## config.mk

```make
export PLATFORM = sky130hd
export DESIGN_NAME = mips32_mem_dump_flat
export DESIGN_NICKNAME = d
export VERILOG_FILES = /design/src/rtl/mips32_pkg.sv /design/src/rtl/mips32_mem_dump_if.sv /design/src/rtl/mips32_skid_fifo.sv /design/src/rtl/mips32_mem_dump.sv /design/src/flat_wrapper.sv
export SDC_FILE = /design/constraint.sdc
export NUM_CORES = 1
export LEC_CHECK = 0
export ABC_AREA = 1
export BUFFER_PORTS_ARGS = -buffer_cell sky130_fd_sc_hd__buf_2
export CAP_MARGIN = 20
export CELL_PAD_IN_SITES_DETAIL_PLACEMENT = 1
export CELL_PAD_IN_SITES_GLOBAL_PLACEMENT = 2
export CORE_ASPECT_RATIO = 1.2
export CORE_MARGIN = 5
export CORE_UTILIZATION = 26
export DETAILED_ROUTE_END_ITERATION = 6
export PLACE_DENSITY = 0.7
export SETUP_SLACK_MARGIN = 0.02
export SYNTH_ARGS = -nofsm -noshare
export SYNTH_HDL_FRONTEND = slang
export SYNTH_SLANG_ARGS = --single-unit
export TNS_END_PERCENT = 1
```

## constraint.sdc

```tcl
create_clock -name clk -period 3.9 [get_ports clk]
set_input_delay 0.39 -clock clk [delete_from_list [all_inputs] [get_ports clk]]
set_output_delay 0.39 -clock clk [all_outputs]
set_load 0.005 [all_outputs]
```

## src/rtl/mips32_pkg.sv

```systemverilog
// Shared definitions for the pipelined MIPS32 core and its memory read-back engine.
// Holds the default memory geometry, the HALT opcode, and the dump controller states.
package mips32_pkg;

    localparam int MEM_ADDR_W = 10;
    localparam int MEM_DATA_W = 32;

    localparam logic [5:0] HALT_OPCODE = 6'h3f;

    typedef enum logic [1:0] {
        ST_IDLE      = 2'd0,
        ST_WAIT_HALT = 2'd1,
        ST_READ      = 2'd2,
        ST_FINISH    = 2'd3
    } dump_state_e;

endpackage

```

## src/rtl/mips32_mem_dump_if.sv

```systemverilog
// Control, memory read port, and result stream of the data-memory dump engine.
// master = dump engine side, slave = processor/memory/sink side.
interface mips32_mem_dump_if
    import mips32_pkg::*;
#(
    parameter int ADDR_W = MEM_ADDR_W,
    parameter int DATA_W = MEM_DATA_W
);
    logic              halted;
    logic              start;
    logic [ADDR_W-1:0] start_addr;
    logic [ADDR_W-1:0] end_addr;
    logic              mem_rd_en;
    logic [ADDR_W-1:0] mem_rd_addr;
    logic [DATA_W-1:0] mem_rd_data;
    logic              out_valid;
    logic              out_ready;
    logic [DATA_W-1:0] out_data;
    logic [ADDR_W-1:0] out_addr;
    logic              out_last;
    logic              busy;
    logic              done;

    modport master (
        input  halted, start, start_addr, end_addr, mem_rd_data, out_ready,
        output mem_rd_en, mem_rd_addr, out_valid, out_data, out_addr, out_last, busy, done
    );

    modport slave (
        output halted, start, start_addr, end_addr, mem_rd_data, out_ready,
        input  mem_rd_en, mem_rd_addr, out_valid, out_data, out_addr, out_last, busy, done
    );
endinterface

```

## src/rtl/mips32_skid_fifo.sv

```systemverilog
// Two-entry FIFO with registered head; push and pop allowed in the same cycle.
// Latency: push visible at head one cycle later; backpressure: push ignored when full unless popping.
module mips32_skid_fifo #(
    parameter int W = 43
) (
    input  logic         clk,
    input  logic         rst,
    input  logic         push,
    input  logic [W-1:0] push_dat,
    input  logic         pop,
    output logic [W-1:0] head_dat,
    output logic [1:0]   count,
    output logic         empty,
    output logic         full
);
    logic [W-1:0] mem_q [2];
    logic [W-1:0] mem_d [2];
    logic         wr_ptr_q, wr_ptr_d;
    logic         rd_ptr_q, rd_ptr_d;
    logic [1:0]   count_q, count_d;
    logic         pop_ok, push_ok;

    assign empty    = (count_q == 2'd0);
    assign full     = (count_q == 2'd2);
    assign count    = count_q;
    assign head_dat = mem_q[rd_ptr_q];
    assign pop_ok   = pop && !empty;
    assign push_ok  = push && (!full || pop_ok);

    always_comb begin
        mem_d[0] = mem_q[0];
        mem_d[1] = mem_q[1];
        wr_ptr_d = wr_ptr_q;
        rd_ptr_d = rd_ptr_q;
        if (push_ok) begin
            mem_d[wr_ptr_q] = push_dat;
            wr_ptr_d        = ~wr_ptr_q;
        end
        if (pop_ok) begin
            rd_ptr_d = ~rd_ptr_q;
        end
        count_d = count_q + {1'b0, push_ok} - {1'b0, pop_ok};
    end

    // Storage is cleared too so the head reads as zero straight out of reset.
    always_ff @(posedge clk or posedge rst) begin
        if (rst) begin
            mem_q[0] <= '0;
            mem_q[1] <= '0;
            wr_ptr_q <= 1'b0;
            rd_ptr_q <= 1'b0;
            count_q  <= 2'd0;
        end else begin
            mem_q[0] <= mem_d[0];
            mem_q[1] <= mem_d[1];
            wr_ptr_q <= wr_ptr_d;
            rd_ptr_q <= rd_ptr_d;
            count_q  <= count_d;
        end
    end

endmodule

```

## src/rtl/mips32_mem_dump.sv

```systemverilog
// After HALT, reads a word-address range from data memory and streams (addr, data, last) words.
// Latency: first word valid two edges after start; backpressure: at most 2 words buffered, reads stall.
module mips32_mem_dump
    import mips32_pkg::*;
#(
    parameter int ADDR_W = MEM_ADDR_W,
    parameter int DATA_W = MEM_DATA_W
) (
    input  logic              clk,
    input  logic              rst,
    mips32_mem_dump_if.master bus
);
    typedef struct packed {
        logic              last;
        logic [ADDR_W-1:0] addr;
        logic [DATA_W-1:0] dat;
    } entry_t;

    dump_state_e       state_q, state_d;
    logic [ADDR_W-1:0] end_q, end_d;
    logic [ADDR_W:0]   addr_q, addr_d;
    logic              inflight_q, inflight_d;
    logic [ADDR_W-1:0] inflight_addr_q, inflight_addr_d;

    entry_t            push_ent;
    entry_t            head_ent;
    logic [1:0]        fifo_count;
    logic              fifo_empty;
    logic              fifo_full;
    logic              pop;
    logic              rd_en;
    logic [1:0]        occ;
    logic              issue_ok;
    logic              range_left;

    assign pop        = !fifo_empty && bus.out_ready;
    assign occ        = fifo_count + {1'b0, inflight_q};
    // A slot being popped this cycle can be reused by the next read, but never
    // while both entries are still physically held.
    assign issue_ok   = (occ < 2'd2) || (pop && !fifo_full);
    // Extra counter bit lets end_addr = all-ones terminate instead of wrapping.
    assign range_left = (addr_q <= {1'b0, end_q});
    assign rd_en      = (state_q == ST_READ) && range_left && issue_ok;

    assign push_ent.last = (inflight_addr_q == end_q);
    assign push_ent.addr = inflight_addr_q;
    assign push_ent.dat  = bus.mem_rd_data;

    mips32_skid_fifo #(
        .W($bits(entry_t))
    ) u_fifo (
        .clk      (clk),
        .rst      (rst),
        .push     (inflight_q),
        .push_dat (push_ent),
        .pop      (pop),
        .head_dat (head_ent),
        .count    (fifo_count),
        .empty    (fifo_empty),
        .full     (fifo_full)
    );

    assign bus.mem_rd_en   = rd_en;
    assign bus.mem_rd_addr = addr_q[ADDR_W-1:0];
    assign bus.out_valid   = !fifo_empty;
    assign bus.out_data    = head_ent.dat;
    assign bus.out_addr    = head_ent.addr;
    assign bus.out_last    = head_ent.last;
    assign bus.busy        = (state_q != ST_IDLE);
    assign bus.done        = (state_q == ST_FINISH);

    always_comb begin
        state_d         = state_q;
        end_d           = end_q;
        addr_d          = addr_q;
        inflight_d      = rd_en;
        inflight_addr_d = addr_q[ADDR_W-1:0];
        case (state_q)
            ST_IDLE: begin
                if (bus.start) begin
                    end_d  = bus.end_addr;
                    addr_d = {1'b0, bus.start_addr};
                    if (bus.end_addr < bus.start_addr) begin
                        state_d = ST_FINISH;
                    end else if (bus.halted) begin
                        state_d = ST_READ;
                    end else begin
                        state_d = ST_WAIT_HALT;
                    end
                end
            end
            ST_WAIT_HALT: begin
                if (bus.halted) begin
                    state_d = ST_READ;
                end
            end
            ST_READ: begin
                if (rd_en) begin
                    addr_d = addr_q + 1'b1;
                end
                if (pop && head_ent.last) begin
                    state_d = ST_FINISH;
                end
            end
            ST_FINISH: begin
                state_d = ST_IDLE;
            end
            default: begin
                state_d = ST_IDLE;
            end
        endcase
    end

    always_ff @(posedge clk or posedge rst) begin
        if (rst) begin
            state_q         <= ST_IDLE;
            end_q           <= '0;
            addr_q          <= '0;
            inflight_q      <= 1'b0;
            inflight_addr_q <= '0;
        end else begin
            state_q         <= state_d;
            end_q           <= end_d;
            addr_q          <= addr_d;
            inflight_q      <= inflight_d;
            inflight_addr_q <= inflight_addr_d;
        end
    end

endmodule

```

## src/flat_wrapper.sv

```systemverilog
// flat-port wrapper written by rule: the top's interface ports become plain ports
module mips32_mem_dump_flat import mips32_pkg::*;
#(
    parameter int ADDR_W = MEM_ADDR_W,
    parameter int DATA_W = MEM_DATA_W
)
  (clk, rst, bus_halted, bus_start, bus_start_addr, bus_end_addr, bus_mem_rd_data, bus_out_ready, bus_mem_rd_en, bus_mem_rd_addr, bus_out_valid, bus_out_data, bus_out_addr, bus_out_last, bus_busy, bus_done);
  mips32_mem_dump_if #(.ADDR_W(ADDR_W), .DATA_W(DATA_W)) bus_i ();
  input  logic clk;
  input  logic rst;
  input wire logic [$bits(bus_i.halted)-1:0] bus_halted;
  input wire logic [$bits(bus_i.start)-1:0] bus_start;
  input wire logic [$bits(bus_i.start_addr)-1:0] bus_start_addr;
  input wire logic [$bits(bus_i.end_addr)-1:0] bus_end_addr;
  input wire logic [$bits(bus_i.mem_rd_data)-1:0] bus_mem_rd_data;
  input wire logic [$bits(bus_i.out_ready)-1:0] bus_out_ready;
  output wire logic [$bits(bus_i.mem_rd_en)-1:0] bus_mem_rd_en;
  output wire logic [$bits(bus_i.mem_rd_addr)-1:0] bus_mem_rd_addr;
  output wire logic [$bits(bus_i.out_valid)-1:0] bus_out_valid;
  output wire logic [$bits(bus_i.out_data)-1:0] bus_out_data;
  output wire logic [$bits(bus_i.out_addr)-1:0] bus_out_addr;
  output wire logic [$bits(bus_i.out_last)-1:0] bus_out_last;
  output wire logic [$bits(bus_i.busy)-1:0] bus_busy;
  output wire logic [$bits(bus_i.done)-1:0] bus_done;
  assign bus_i.halted = bus_halted;
  assign bus_i.start = bus_start;
  assign bus_i.start_addr = bus_start_addr;
  assign bus_i.end_addr = bus_end_addr;
  assign bus_i.mem_rd_data = bus_mem_rd_data;
  assign bus_i.out_ready = bus_out_ready;
  assign bus_mem_rd_en = bus_i.mem_rd_en;
  assign bus_mem_rd_addr = bus_i.mem_rd_addr;
  assign bus_out_valid = bus_i.out_valid;
  assign bus_out_data = bus_i.out_data;
  assign bus_out_addr = bus_i.out_addr;
  assign bus_out_last = bus_i.out_last;
  assign bus_busy = bus_i.busy;
  assign bus_done = bus_i.done;
  mips32_mem_dump #(.ADDR_W(ADDR_W), .DATA_W(DATA_W)) u_core (.clk(clk), .rst(rst), .bus(bus_i));
endmodule
```

# [Yosys cells after proc, flatten, opt, wreduce, memory -nomap -nowiden]
# Index checks and enable logic that the tools add are counted.
[totals] input_bits=57 ff_bits=124 output_inout_bits=57 word_cells=67
[classes] n_reduce_logical=19 n_addsub=4 n_bitwise=4 eq_ne=9 order_cmp=6 mux=15
[op_table] cell="$mux W43" n=4
[op_table] cell="$bwmux W86" n=1
[op_table] cell="$demux W43 S1" n=1
[op_table] cell="$mux W11" n=2
[op_table] cell="$pmux W11 S2" n=1
[op_table] cell="$add A11 B1 Y11 const B" n=1
[op_table] cell="$le A11 B10 Y1" n=1
[op_table] cell="$eq A10 B10 Y1" n=1
[op_table] cell="$lt A10 B10 Y1" n=1
[op_table] cell="$mux W2" n=5
[op_table] cell="$logic_and A1 B1 Y1" n=8
[op_table] cell="$pmux W2 S4" n=1
[op_table] cell="$eq A2 B2 Y1 const B" n=3
[op_table] cell="$ne A2 B2 Y1 const B" n=3
[op_table] cell="$reduce_and A3 Y1" n=2
[op_table] cell="$add A2 B1 Y2" n=2
[op_table] cell="$ge A2 B2 Y1 const B" n=2
[op_table] cell="$logic_not A2 Y1" n=2
[op_table] cell="$not A1 Y2" n=2
[op_table] cell="$reduce_bool A2 Y1" n=2
[op_table] cell="$eq A2 B1 Y1 const B" n=1
[op_table] cell="$logic_not A1 Y1" n=2
[op_table] cell="$logic_or A1 B1 Y1" n=2
[op_table] cell="$lt A2 B1 Y1 const B" n=1
[op_table] cell="5 further kinds" n=6

# [Depth between registers and ports, before layout]
# Gate-level depths: netlist of run 1.
[logic_depth] ltp_word=8 depth_mapped=15 depth_no_buf=14

# [Modules after synthesis]
# From an unflattened synthesis of run 1, not the netlist that was laid out.
[hier_totals] hier_cells=862 area_unflattened_um2=6687.7
[by_module_without_submodules] mod="mips32_skid_fifo" area_each_um2=4331.7 cells_per_inst=549 seq_area_each_um2=2252.2 instances=1
[by_module_without_submodules] mod="mips32_mem_dump" area_each_um2=2356.0 cells_per_inst=313 seq_area_each_um2=850.8 instances=1

# [Worst setup path after synthesis of run 1]
# OpenSTA, ideal clock, no wires.
[synth_timing] path_kind="reg2out" start="register u_core.addr_q[6]" end="output port bus_mem_rd_en" t_arrival_ns=1.260 t_required_ns=3.510 stages_incl_launch_ff=11 slack_ns=2.250 cell_sequence="dfrtp_1 ha_1 nand2_1 inv_1 nand2_1 nor2_2 nand2_1 nand3_1 nand2_1 nand2_1 inv_1"
[synth_via] elab_chain_cells=3
[synth_rtl] element="start, declared" line_no="mips32_mem_dump.sv:21" text="logic [ADDR_W:0] addr_q, addr_d;"
[synth_rtl] element="start signal, assigned" line_no="mips32_mem_dump.sv:124" text="addr_q <= addr_d;"
[synth_rtl] element="$le A11 B10 Y1" line_no="mips32_mem_dump.sv:42" text="assign range_left = (addr_q <= {1'b0, end_q});"
[synth_rtl] element="$logic_and A1 B1 Y1 (2 in a row)" line_no="mips32_mem_dump.sv:43" text="assign rd_en = (state_q == ST_READ) && range_left && issue_ok;"
[synth_rtl] element="end, declared" line_no="flat_wrapper.sv:17" text="output wire logic [$bits(bus_i.mem_rd_en)-1:0] bus_mem_rd_en;"
# No other way between the ends.

# [Worst setup path after layout of run 1]
[layout_timing] start="register u_core.state_q[0]" end="output port bus_mem_rd_en"
[layout_via] elab_chain_cells=3
[layout_rtl] element="start, declared" line_no="mips32_mem_dump.sv:19" text="dump_state_e state_q, state_d;"
[layout_rtl] element="start signal, assigned" line_no="mips32_mem_dump.sv:122" text="state_q <= state_d;"
[layout_rtl] element="$eq A2 B2 Y1" line_no="mips32_mem_dump.sv:43"
[layout_rtl] element="$logic_and A1 B1 Y1 (2 in a row)" line_no="mips32_mem_dump.sv:43"
# No other way between the ends.

==> flow_summary.rst, run 1 <==
.. list-table::
   :header-rows: 1

   * - Metric
     - Value
   * - IO Port Bufs
     - 113
   * - CTS hold repair buffers
     - 0
   * - CP max FO
     - 18
   * - Number of distinct library cells after synthesis
     - 32
   * - Std cell rows
     - 62
   * - CTS Buf Count
     - 17
   * - Vias in the first global route
     - 5674
   * - Final HPWL from detailed placement
     - 12.6 mm
   * - Peak per-stage delay on the critical path
     - 0.52 ns
   * - Placed Cells
     - 1196
   * - Category of cells accounting for the largest share of critical-path delay
     - buffers and inverters
   * - Category of the critical setup timing path
     - flip-flop to output pin
   * - Leakage dissipation
     - 4.03 nW
   * - Routed vias/inst
     - 4.31
   * - Outcome
     - finished clean
   * - Minimum clock period after layout
     - 2.70 ns
   * - Ratio of final minimum period to clock period
     - 0.692
   * - Worst Clk Skew
     - 0.00892 ns
   * - Placer's final routability congestion estimate
     - 0.750
   * - Dominant combinational cell family by area after synthesis
     - simple AND/OR/NAND/NOR gates
   * - Critical-path cell with the highest stage delay
     - sky130_fd_sc_hd__ha_1
   * - Synthesized area divided by synthesized cell count
     - 7.81 um2
   * - Clock tree sinks
     - 124
   * - Leading register cell type out of synthesis
     - sky130_fd_sc_hd__dfrtp_1
   * - Most frequent cell after synthesis
     - sky130_fd_sc_hd__nand2_1
   * - Max Freq
     - 371 MHz
   * - Antenna-violating nets left
     - 0
   * - Pwr/cell area
     - 810 nW/um2
   * - Count of instances resized after the clock tree is built
     - 0
   * - Number of buffers on the longest clock path
     - 2
   * - Maximum capacitance violations
     - 0
   * - Final max-slew violation count
     - 0
   * - Crit. End Element
     - output pin
   * - Syn-to-layout area delta
     - 21.7%
   * - Global route total overflow
     - 0
   * - Mean routed wirelength per cell
     - 14.1 um
   * - Clock latency at the later pin of the worst-skew pair
     - 0.41 ns
   * - Library cell used as clock root buffer
     - sky130_fd_sc_hd__clkbuf_16
   * - Cell-by-cell trace of the critical path
     - inv_1 -> ha_1 -> inv_1 -> a211oi_1 -> nand2_1 -> inv_1 -> buf_2
   * - Post-place instance area
     - 7020 um2
   * - Total detailed-routing wirelength
     - 17.2 mm
   * - First-pass detailed-route iteration total
     - 4
   * - Clock-pin slew on the worst setup and hold paths
     - 0.06 ns
   * - Buffers and inverters on the worst path
     - 4
   * - Number of failing hold endpoints at the final stage
     - 0
   * - Layout Cells excl Fill
     - 1227
   * - Vias
     - 5285
   * - Most instantiated cells after synthesis
     - sky130_fd_sc_hd__nand2_1, sky130_fd_sc_hd__dfrtp_1, sky130_fd_sc_hd__o21ai_0
   * - CP arrival
     - 2.31 ns
   * - Startpoint kind of the worst setup timing path
     - flip-flop
   * - Number of H-tree levels
     - 4
   * - Post-Synth XOR/XNOR Area
     - 0.00701
   * - Compound-cell area share of the yosys netlist
     - 0.106
   * - Iteration-0 DRC Markers
     - 149
   * - Unrepaired setup endpoints after global routing
     - false
   * - Synthesized-area fraction occupied by and/or/nand/nor cells
     - 0.236
   * - Die outline height
     - 180 um
   * - Share of Yosys cell area claimed by the top area cell type
     - 0.497
   * - Top cell by count, worst path
     - sky130_fd_sc_hd__inv_1
   * - Portion of netlist area occupied by mux cells
     - 0
   * - Synth Net Count
     - 882
   * - Worst-Margin Slew
     - 0.861 ns
   * - Clock tree from TritonCTS
     - built
   * - Horizontal die dimension
     - 151 um
   * - Total Die Area
     - 27200 um2
   * - Sequential fraction of the synthesis area
     - 0.497
   * - Synth async-reset ratio
     - 1.00
   * - Diodes inserted
     - 0
   * - Pre-CTS setup slack
     - 1.53 ns
   * - Worst vdd rail ir drop
     - 0.248 mV
   * - Area of all placed cells without fillers
     - 7600 um2
   * - Proportion of layout cells with a drive suffix above 1
     - 0.178
   * - Total routing usage reported by global routing
     - 0.134
   * - Worst path setup slack after routing
     - 1.20 ns
   * - Initial core utilization
     - 0.262
   * - Min-Delay Path Class
     - input port to async pin
   * - Worst endpoint required time
     - 3.51 ns
   * - Worst slew margin relative to its limit
     - 0.425
   * - Pin count of the biggest net entering global routing
     - 49
   * - Final setup vio count
     - 0
   * - Synth area leader
     - sky130_fd_sc_hd__dfrtp_1
   * - Core outline area
     - 23800 um2
   * - Number of antenna violations at the first check in global routing
     - 0
   * - Number of design rule violations left after detail routing
     - 0
   * - Number of enable flip-flop cells after synthesis
     - 0
   * - Nets
     - 978
   * - Summed instance area of the synthesized netlist
     - 6240 um2
   * - Synthesized-area fraction occupied by adder cells
     - 0.0521
   * - Gate Count Post-Synth
     - 799
   * - Cell types occupying the most area after synthesis
     - sky130_fd_sc_hd__dfrtp_1, sky130_fd_sc_hd__nand2_1, sky130_fd_sc_hd__o21ai_0, sky130_fd_sc_hd__inv_1, sky130_fd_sc_hd__ha_1
   * - Setup TNS after final layout
     - 0 ns
   * - Global-route wire length before repair
     - 29.2 mm
   * - Number of register bits inferred by synthesis
     - 124
   * - Post-CTS setup buffers
     - 0
   * - Number of top-level design ports
     - 114
   * - Warnings, synthesis
     - 0
-- worst paths after layout --
kind                                          from                       to  slack [ns]  cells after the start
min reg2reg                u_core.u_fifo.mem_q[10]  u_core.u_fifo.mem_q[10]        0.48                      2
max in group asynchronous                      rst  u_core.u_fifo.mem_q[85]        2.99                      3
min in group clk               bus_mem_rd_data[25]  u_core.u_fifo.mem_q[25]        0.19                      3
max                              u_core.state_q[0]            bus_mem_rd_en        1.20                      7
min                                            rst  u_core.u_fifo.mem_q[68]        0.07                      2
max reg2reg                      u_core.state_q[0]         u_core.addr_q[1]        1.55                      9
-- layer usage --
layer | track usage | part of all wire | vias to the layer above
met1 | 0.174 | 0.46 | 2507
met5 | 0 | 0 | -
met3 | 0.0325 | 0.040 | 11
met2 | 0.223 | 0.49 | 96
li1 | - | - | 2671
met4 | 0.0327 | 0.0083 | 0
-- layout make-up --
class / count / area, um2
Inverter: 104 / 393
Multi-Input combinational cell: 529 / 2510
Fill cell: 2936 / 16200
Tap cell: 320 / 400
Timing Repair Buffer: 119 / 611
Sequential cell: 124 / 3100
Clock buffer: 23 / 458
Clock inverter: 8 / 118
-- through the flow --
stage / power (mW) / hold slack, ns / util
floorplan: 3.87 / 0.438 / -
global placement: 4.65 / 0.463 / 0.295
detailed placement: 4.70 / 0.465 / 0.295
CTS: 6.31 / 0.0861 / 0.319
global route: 6.79 / 0.108 / 0.319
finish: 6.16 / 0.0708 / 0.319
-- worst reg2reg max path, stage by stage (launching register included) --
cell	delay [ns]
sky130_fd_sc_hd__dfrtp_1	0.40
sky130_fd_sc_hd__inv_1	0.11
sky130_fd_sc_hd__ha_1	0.52
sky130_fd_sc_hd__inv_1	0.27
sky130_fd_sc_hd__a211oi_1	0.27
sky130_fd_sc_hd__nand2_1	0.12
sky130_fd_sc_hd__nand2_2	0.20
sky130_fd_sc_hd__nand2_2	0.20
sky130_fd_sc_hd__nand2_1	0.10
sky130_fd_sc_hd__nand2_1	0.05
-- cell families after synthesis --
logic type	Yosys count
simple gates	368
buf+inv	146
flops	124
xor+xnor	5
compound gates	130
fa+ha+maj	26
-- where the power goes --
part           total, mW  internal [mW]  switching, mW
Clock               1.56           1.01          0.547
Sequential          2.30           1.87          0.429
Combinational       2.29          0.897           1.40
Total               6.16           3.78           2.37
-- flip-flops by register name, indices dropped and copies added, names as in the netlist --
name	cells
u_core.inflight_addr_q	10
u_core.state_q	2
u_core.u_fifo.wr_ptr_q	1
u_core.u_fifo.rd_ptr_q	1
u_core.end_q	10
u_core.u_fifo.mem_q	86
u_core.u_fifo.count	2
u_core.addr_q	11
u_core.inflight_q	1
-- placed cells by master (no fill, tap or decap), drive strengths merged --
cell type	n
nor4	3
bufinv	3
o21ai	104
nand4	4
inv	103
xnor2	3
o211ai	1
buf	119
dfrtp	124
nor2	34
clkinv	5
nand2	292
clkbuf	23
ha	26
nand3b	2
o21bai	1
xor2	2
o21a	1
a211oi	1
a21oi	19
nand3	26
or2	4
clkinvlp	1
a31oi	3
nor3	3
Note: power is estimated with default switching activity, not from simulation.
==> run 2: changes to the inputs <==
Settings changed: ABC_AREA 1 to 0, PLACE_DENSITY 0.7 to 0.62.
Clock period 3.9 ns to 2.38 ns, I/O delays scaled along.
==> run 2 against run 1 <==
Net effect: clock skew increased by 0.0012 ns; global-route usage is 0.85 points lower; sequential share of layout area decreased by 2.1 points; flip-flop and latch count stayed put; final cell count fell by 23%; core utilization rose by 2.6 points; power up 86%; clock power grew 54%; critical path depth did not move; routed wire length shrank 6.3%; non-clock buffer count increased by 33; combinational power up 130%; critical endpoint unchanged; highest routed layer is now met5.
==> flow_summary.rst, run 2 <==
.. list-table::
   :header-rows: 1

   * - Metric
     - Value
   * - Number of design rule violations left after detail routing
     - 0 (unchanged)
   * - Routed vias/inst
     - 4.52 (+5.0%)
   * - Leading register cell type out of synthesis
     - sky130_fd_sc_hd__dfrtp_1
   * - Worst Clk Skew
     - 0.0101 ns (+0.00121 ns)
   * - Clock tree from TritonCTS
     - built
   * - Minimum clock period after layout
     - 2.35 ns
   * - Total power after layout
     - 11.5 mW (+86%)
   * - Most frequent standard cell in the layout excluding fill and tap cells
     - sky130_fd_sc_hd__dfrtp_1
   * - Startpoint kind of the worst setup timing path
     - flip-flop
   * - Maximum capacitance violations
     - 0 (unchanged)
   * - Number of failing hold endpoints at the final stage
     - 0 (unchanged)
   * - Outcome
     - finished clean
   * - Global route total overflow
     - 0 (unchanged)
   * - Number of register bits inferred by synthesis
     - 124 (unchanged)
   * - Clock tree sinks
     - 124 (unchanged)
   * - Max Freq
     - 426 MHz
   * - Cell-by-cell trace of the critical path
     - ha_1 -> nand4_1 -> or3_4 -> a21oi_4 -> nor2_4 -> inv_2 -> buf_6
   * - Layout Cells excl Fill
     - 947 (-23%)
   * - Pwr/cell area
     - 1430 nW/um2 (+77%)
   * - FF/Latch Area
     - 3100 um2 (unchanged)
   * - Vias
     - 4282 (-19%)
   * - Pin count of the biggest net entering global routing
     - 51 (+4.1%)
   * - Gate Count Post-Synth
     - 477 (-40%)
   * - Number of distinct library cells after synthesis
     - 51 (+59%)
   * - Placer's final routability congestion estimate
     - 0.775 (+3.4%)
   * - Syn-to-layout area delta
     - 30.5%
   * - Unrepaired setup endpoints after global routing
     - true
   * - Worst vdd rail ir drop
     - 0.554 mV (+120%)
   * - Warnings, synthesis
     - 0 (unchanged)
   * - Nets
     - 703 (-28%)
   * - Most instantiated cells after synthesis
     - sky130_fd_sc_hd__dfrtp_1, sky130_fd_sc_hd__mux2_2, sky130_fd_sc_hd__inv_1
   * - Switching share of power
     - 0.346 (-0.0395)
   * - Flip-flop count of the largest register, all copies and words added
     - 86 (unchanged)
   * - Most frequent cell after synthesis
     - sky130_fd_sc_hd__dfrtp_1
   * - Multi-input combinational cell area
     - 2890 um2 (+15%)
   * - Std cell rows
     - 61 (-1.6%)
   * - Critical-path cell with the highest stage delay
     - sky130_fd_sc_hd__or3_4
   * - Clock network power share
     - 0.209 (-0.044)
   * - Share of Yosys cell area claimed by the top area cell type
     - 0.506 (+0.00892)
   * - Worst-Margin Slew
     - 0.649 ns (-0.212 ns)
   * - Summed instance area of the synthesized netlist
     - 6130 um2 (-1.8%)
   * - Filler instances
     - 2554 (-13%)
   * - CP arrival
     - 2.11 ns (-0.20 ns)
   * - Core outline area
     - 23200 um2 (-2.6%)
   * - Number of H-tree levels
     - 4 (unchanged)
   * - Peak per-stage delay on the critical path
     - 0.41 ns (-0.11 ns)
   * - Iteration-0 DRC Markers
     - 112 (-25%)
   * - Sequential fraction of the synthesis area
     - 0.506 (+0.00892)
   * - CTS Buf Count
     - 17 (unchanged)
   * - Synth async-reset ratio
     - 1.00 (unchanged)
   * - Worst hold slack after final layout
     - 0.0596 ns (-0.0111 ns)
   * - Diodes inserted
     - 0 (unchanged)
   * - Most used cells in the layout excluding fill and tap cells
     - sky130_fd_sc_hd__dfrtp_1, sky130_fd_sc_hd__mux2_2, sky130_fd_sc_hd__buf_2, sky130_fd_sc_hd__buf_4, sky130_fd_sc_hd__inv_1
   * - Total routing usage reported by global routing
     - 0.126 (-0.00852)
   * - Worst slew margin relative to its limit
     - 0.566 (+0.142)
   * - Cell internal pwr
     - 7.51 mW (+98%)
   * - Proportion of layout cells with a drive suffix above 1
     - 0.517 (+0.340)
   * - Placed Cells
     - 898 (-25%)
   * - Total Die Area
     - 26800 um2 (-1.7%)
   * - First-pass detailed-route iteration total
     - 4 (unchanged)
   * - Switching power of the nets
     - 3.97 mW (+67%)
   * - Synth Net Count
     - 560 (-37%)
   * - Number of buffers on the longest clock path
     - 2 (unchanged)
   * - Initial core utilization
     - 0.264 (+0.00218)
   * - Share of total power in combinational logic
     - 0.464 (+0.091)
   * - IO Port Bufs
     - 113 (unchanged)
   * - Antenna-violating nets left
     - 0 (unchanged)
   * - CP max FO
     - 3 (-15)
   * - Horizontal die dimension
     - 150 um (-0.83%)
   * - Library cell used as clock root buffer
     - sky130_fd_sc_hd__clkbuf_16
   * - Worst endpoint required time
     - 2.14 ns (-1.37 ns)
   * - Register containing the most flip-flops in the final layout
     - u_core.u_fifo.mem_q
   * - Synth area leader
     - sky130_fd_sc_hd__dfrtp_1
   * - Number of enable flip-flop cells after synthesis
     - 0 (unchanged)
   * - Final setup vio count
     - 0 (unchanged)
   * - Number of top-level design ports
     - 114 (unchanged)
   * - Die outline height
     - 178 um (-0.83%)
   * - Mean routed wirelength per cell
     - 17.1 um (+21%)
   * - Min-Delay Path Class
     - input port to flip-flop
   * - Sequential power share
     - 0.327 (-0.047)
   * - Ratio of final minimum period to clock period
     - 0.986
   * - Vias in the first global route
     - 4919 (-13%)
   * - Clock-pin slew on the worst setup and hold paths
     - 0.06 ns (about the same)
   * - Biggest registers after layout
     - u_core.u_fifo.mem_q x86, u_core.addr_q x11
   * - Clock latency at the later pin of the worst-skew pair
     - 0.42 ns (about the same)
   * - Synthesized area divided by synthesized cell count
     - 12.9 um2 (+65%)
   * - Total detailed-routing wirelength
     - 16.2 mm (-6.3%)
   * - Global-route wire length before repair
     - 26.0 mm (-11%)
   * - Cell types occupying the most area after synthesis
     - sky130_fd_sc_hd__dfrtp_1, sky130_fd_sc_hd__mux2_2, sky130_fd_sc_hd__ha_1, sky130_fd_sc_hd__mux2_1, sky130_fd_sc_hd__inv_1
   * - Final HPWL from detailed placement
     - 11.8 mm (-6.7%)
   * - Crit. End Element
     - output pin
   * - Category of the critical setup timing path
     - flip-flop to output pin
   * - Final max-slew violation count
     - 0 (unchanged)
   * - Leakage dissipation
     - 3.64 nW (-9.7%)
   * - Number of antenna violations at the first check in global routing
     - 1 (+1)
==> run 2: metrics by stage <==
step | area, um2 | setup WS (ns) | utilization | TNS (ns)
after global routing | 8000 | -0.0460 | 0.345 | -0.175
after floorplan | 6140 | 0.190 | - | 0
after global placement | 7170 | 0.121 | 0.309 | 0
after detailed placement | 7170 | 0.0501 | 0.309 | 0
after CTS | 7910 | 0.0249 | 0.341 | 0
final | 8000 | 0.0343 | 0.345 | 0
==> run 2: power by group through the flow <==
stage | registers (mW) | logic, mW | clock network [mW]
after floorplan | 3.62 | 3.21 | 0
after global placement | 3.72 | 4.71 | 0
after detailed placement | 3.82 | 4.85 | 0
after CTS | 3.78 | 5.22 | 2.50
after global routing | 3.89 | 5.91 | 2.59
final | 3.76 | 5.32 | 2.40
==> run 2: critical path, delay by kind of cell, from the launching register on <==
kind                       cells  cell delay, ns
DFF                            1            0.39
and+or+nand+nor                3            0.62
buffers and inverters          2            0.19
AOI/OAI and AO/OA              1            0.18
adders and majority gates      1            0.31
==> run 2: metal layers <==
metal | global-route usage | vias up | routed length, um
met5 | 0 | - | 7
met4 | 0.0332 | 2 | 179
met3 | 0.0348 | 20 | 701
met2 | 0.220 | 97 | 8250
met1 | 0.151 | 2167 | 7020
li1 | - | 1996 | -
==> run 2: final cells by class <==
| cell class | count | share of cell area |
|---|---|---|
| flip-flops and latches | 124 | 0.388 |
| inverters | 31 | 0.0150 |
| clock buffers | 18 | 0.0536 |
| well taps | 315 | 0.0492 |
| repair buffers | 152 | 0.118 |
| clock inverters | 13 | 0.0155 |
| multi-input cells | 294 | 0.361 |
==> run 2: path summary, 6_finish.rpt <==
path | from | depth (start not counted) | slack [ns] | end
max | u_core.addr_q[4] | 7 | 0.03 | bus_mem_rd_en
min | bus_mem_rd_data[27] | 2 | 0.06 | u_core.u_fifo.mem_q[27]
min reg2reg | u_core.u_fifo.mem_q[81] | 1 | 0.49 | u_core.u_fifo.mem_q[81]
max reg2reg | u_core.addr_q[4] | 9 | 0.05 | u_core.addr_q[0]
max in group asynchronous | rst | 4 | 1.23 | u_core.u_fifo.rd_ptr_q
min in group asynchronous | rst | 3 | 0.47 | u_core.u_fifo.mem_q[43]
==> run 2: cells by family after synthesis <==
family	Yosys count	synth area share
AOI/OAI and AO/OA	56	0.0649
xor gates and xnor gates	14	0.0200
adders and majority gates	26	0.0530
buffers and inverters	59	0.0443
DFF	124	0.506
muxes	141	0.258
and+or+nand+nor	57	0.0534
==> run 2: repair_timing <==
item,in CTS,in global routing
hold buffers,1,0
buffers inserted,12,5
resized for setup,14,13
cloned,0,0
endpoints found under the hold margin,22,0
endpoints found under the setup margin,1,9
pin swaps,6,10
==> run 3: changes to the inputs <==
Settings changed: CAP_MARGIN 20 to 15, RECOVER_POWER set to 100.
==> run 3 against run 2 <==
Net effect: clock-buffer cell count unchanged; die area unchanged; routed wire length up 0.14%; maximum frequency up 0.29%; combinational power down 3%; hold slack worse by 0.00051 ns; core utilization down 0.59 points; power down 1.6%; critical path depth unchanged; clock power about the same; highest routed layer unchanged.
==> flow_summary.rst, run 3 (synthesized netlist as in run 2, its figures left out) <==
.. list-table::
   :header-rows: 1

   * - Metric
     - Value
   * - Met2 wirelength from detailed routing
     - 8.28 mm (+0.33%)
   * - Diodes inserted
     - 0 (unchanged)
   * - Minimum clock period after layout
     - 2.34 ns (-0.00683 ns)
   * - Leakage dissipation
     - 3.49 nW (-4.1%)
   * - Number of design rule violations left after detail routing
     - 0 (unchanged)
   * - Startpoint kind of the worst setup timing path
     - flip-flop
   * - Core outline area
     - 23200 um2 (unchanged)
   * - Final setup vio count
     - 0 (unchanged)
   * - Horizontal die dimension
     - 150 um (unchanged)
   * - Placer's final routability congestion estimate
     - 0.775 (unchanged)
   * - Vias
     - 4278 (-0.093%)
   * - Flip-flop count of the largest register, all copies and words added
     - 86 (unchanged)
   * - Clock latency at the later pin of the worst-skew pair
     - 0.41 ns (about the same)
   * - Syn-to-layout area delta
     - 28.3%
   * - Nets
     - 703 (unchanged)
   * - Hold-critical path depth
     - 2 (unchanged)
   * - Std cell rows
     - 61 (unchanged)
   * - CTS Buf Count
     - 17 (unchanged)
   * - Crit. End Element
     - output pin
   * - Total power after layout
     - 11.3 mW (-1.6%)
   * - Initial core utilization
     - 0.264 (unchanged)
   * - Highest routed metal layer
     - met5
   * - Die outline height
     - 178 um (unchanged)
   * - Number of failing hold endpoints at the final stage
     - 0 (unchanged)
   * - Number of antenna violations at the first check in global routing
     - 1 (unchanged)
   * - Ratio of final minimum period to clock period
     - 0.983 (-0.00287)
   * - Worst vdd rail ir drop
     - 0.551 mV (-0.62%)
   * - Peak per-stage delay on the critical path
     - 0.41 ns (about the same)
   * - Clock tree sinks
     - 124 (unchanged)
   * - Global route total overflow
     - 0 (unchanged)
   * - Placed Cells
     - 898 (unchanged)
   * - Clock-pin slew on the worst setup and hold paths
     - 0.06 ns (about the same)
   * - Post-place instance area
     - 7170 um2 (unchanged)
   * - Proportion of layout cells with a drive suffix above 1
     - 0.438 (-0.0791)
   * - Clock tree from TritonCTS
     - built
   * - Outcome
     - finished clean
   * - Final HPWL from detailed placement
     - 11.8 mm (unchanged)
   * - Worst endpoint required time
     - 2.14 ns (about the same)
   * - Worst R2R Path Depth
     - 9 (unchanged)
   * - Category of the critical setup timing path
     - flip-flop to output pin
   * - Met3 routed WL
     - 737 um (+5.1%)
   * - Total Die Area
     - 26800 um2 (unchanged)
   * - Register containing the most flip-flops in the final layout
     - u_core.u_fifo.mem_q
   * - Start of the worst register-to-register path
     - u_core.addr_q[4]
   * - Critical-path cell with the highest stage delay
     - sky130_fd_sc_hd__or3_4
   * - IO Port Bufs
     - 113 (unchanged)
   * - Most used cells in the layout excluding fill and tap cells
     - sky130_fd_sc_hd__dfrtp_1, sky130_fd_sc_hd__mux2_2, sky130_fd_sc_hd__buf_2, sky130_fd_sc_hd__clkbuf_1
   * - First-pass detailed-route iteration total
     - 4 (unchanged)
   * - Number of buffers on the longest clock path
     - 2 (unchanged)
   * - Maximum capacitance violations
     - 0 (unchanged)
   * - Wire length on met1
     - 6.98 mm (-0.61%)
   * - Max Freq
     - 428 MHz (+0.29%)
   * - CP arrival
     - 2.10 ns (about the same)
   * - Worst hold slack after final layout
     - 0.0591 ns (-0.000508 ns)
   * - Total routing usage reported by global routing
     - 0.126 (unchanged)
   * - Startpoint of the worst hold path
     - bus_mem_rd_data[27]
   * - Pin count of the biggest net entering global routing
     - 51 (unchanged)
   * - Category of cells accounting for the largest share of critical-path delay
     - simple AND/OR/NAND/NOR gates
   * - Unrepaired setup endpoints after global routing
     - true
   * - Pwr/cell area
     - 1440 nW/um2 (about the same)
   * - Vias in the first global route
     - 4919 (unchanged)
   * - Min-Delay Path Class
     - input port to flip-flop
   * - Number of H-tree levels
     - 4 (unchanged)
   * - Library cell used as clock root buffer
     - sky130_fd_sc_hd__clkbuf_16
   * - Total detailed-routing wirelength
     - 16.2 mm (+0.14%)
   * - Worst slew margin relative to its limit
     - 0.183 (-0.384)
   * - Antenna-violating nets left
     - 0 (unchanged)
   * - Worst reg2reg path endpoint
     - u_core.addr_q[0]
   * - Biggest registers after layout
     - u_core.u_fifo.mem_q x86, u_core.addr_q x11
   * - Most frequent standard cell in the layout excluding fill and tap cells
     - sky130_fd_sc_hd__dfrtp_1
   * - Global-route wire length before repair
     - 26.0 mm (unchanged)
   * - Iteration-0 DRC Markers
     - 104 (-7.1%)
   * - Worst setup slack for register-to-register paths
     - 0.06 ns (about the same)
   * - Final max-slew violation count
     - 0 (unchanged)
   * - Worst-Margin Slew
     - 1.22 ns (+0.570 ns)
   * - Number of top-level design ports
     - 114 (unchanged)
   * - Area of all placed cells without fillers
     - 7870 um2 (-1.7%)
   * - Cell-by-cell trace of the critical path
     - ha_1 -> nand4_1 -> or3_4 -> a21oi_4 -> nor2_4 -> inv_2 -> buf_6
   * - Buffers and inverters on the worst path
     - 2 (unchanged)
   * - Worst Clk Skew
     - 0.00823 ns (-0.00190 ns)
   * - Hold Path Sink
     - u_core.u_fifo.mem_q[27]
   * - Layout Cells excl Fill
     - 947 (unchanged)
   * - Routed vias/inst
     - 4.52 (about the same)
   * - CP max FO
     - 3 (unchanged)
   * - Mean routed wirelength per cell
     - 17.1 um (+0.14%)
-- run 3: final cells by class --
type,instances,area (um2)
Tap cell,315,394
Inverter,31,118
Timing Repair Buffer,152,808
Multi-Input combinational cell,294,2890
Fill cell,2570,15300
Sequential cell,124,3100
Clock buffer,18,429
Clock inverter,13,124
-- run 3: worst max-delay path by stage --
stage                     startpoint  cells after the start  slack [ns]          endpoint
detailed placement   u_core.end_q[6]                      8        0.05  u_core.addr_q[5]
global route         u_core.end_q[9]                      8       -0.05     bus_mem_rd_en
CTS                  u_core.end_q[8]                      8        0.02     bus_mem_rd_en
finish              u_core.addr_q[4]                      7        0.04     bus_mem_rd_en
floorplan           u_core.addr_q[9]                      7        0.19  u_core.addr_q[9]
global placement     u_core.end_q[6]                      8        0.12  u_core.addr_q[6]
-- run 3: per-stage QoR --
stage               setup slack, ns  utilization  setup TNS (ns)
floorplan                     0.190            -               0
global placement              0.121        0.309               0
detailed placement           0.0501        0.309               0
CTS                          0.0249        0.341               0
global route                -0.0460        0.339          -0.218
finish                       0.0411        0.339               0
-- run 3: timing repair --
item / in CTS / in global routing
endpoints found under the hold margin: 22 / 0
setup buffers: 12 / 5
resized for setup: 14 / 13
gates cloned: 0 / 0
hold buffers: 1 / 0
pin swaps: 6 / 10
setup endpoints to repair: 1 / 9
-- run 3: per-layer routing --
metal  global-route usage  up-vias
li1                     -     1997
met5                    0        -
met2                0.220       99
met3               0.0348       19
met1                0.151     2161
met4               0.0332        2
-- run 3: power by group --
group | internal [mW] | switching [mW]
sequential | 3.12 | 0.627
clock | 1.43 | 0.962
combinational | 2.76 | 2.39
total | 7.31 | 3.98
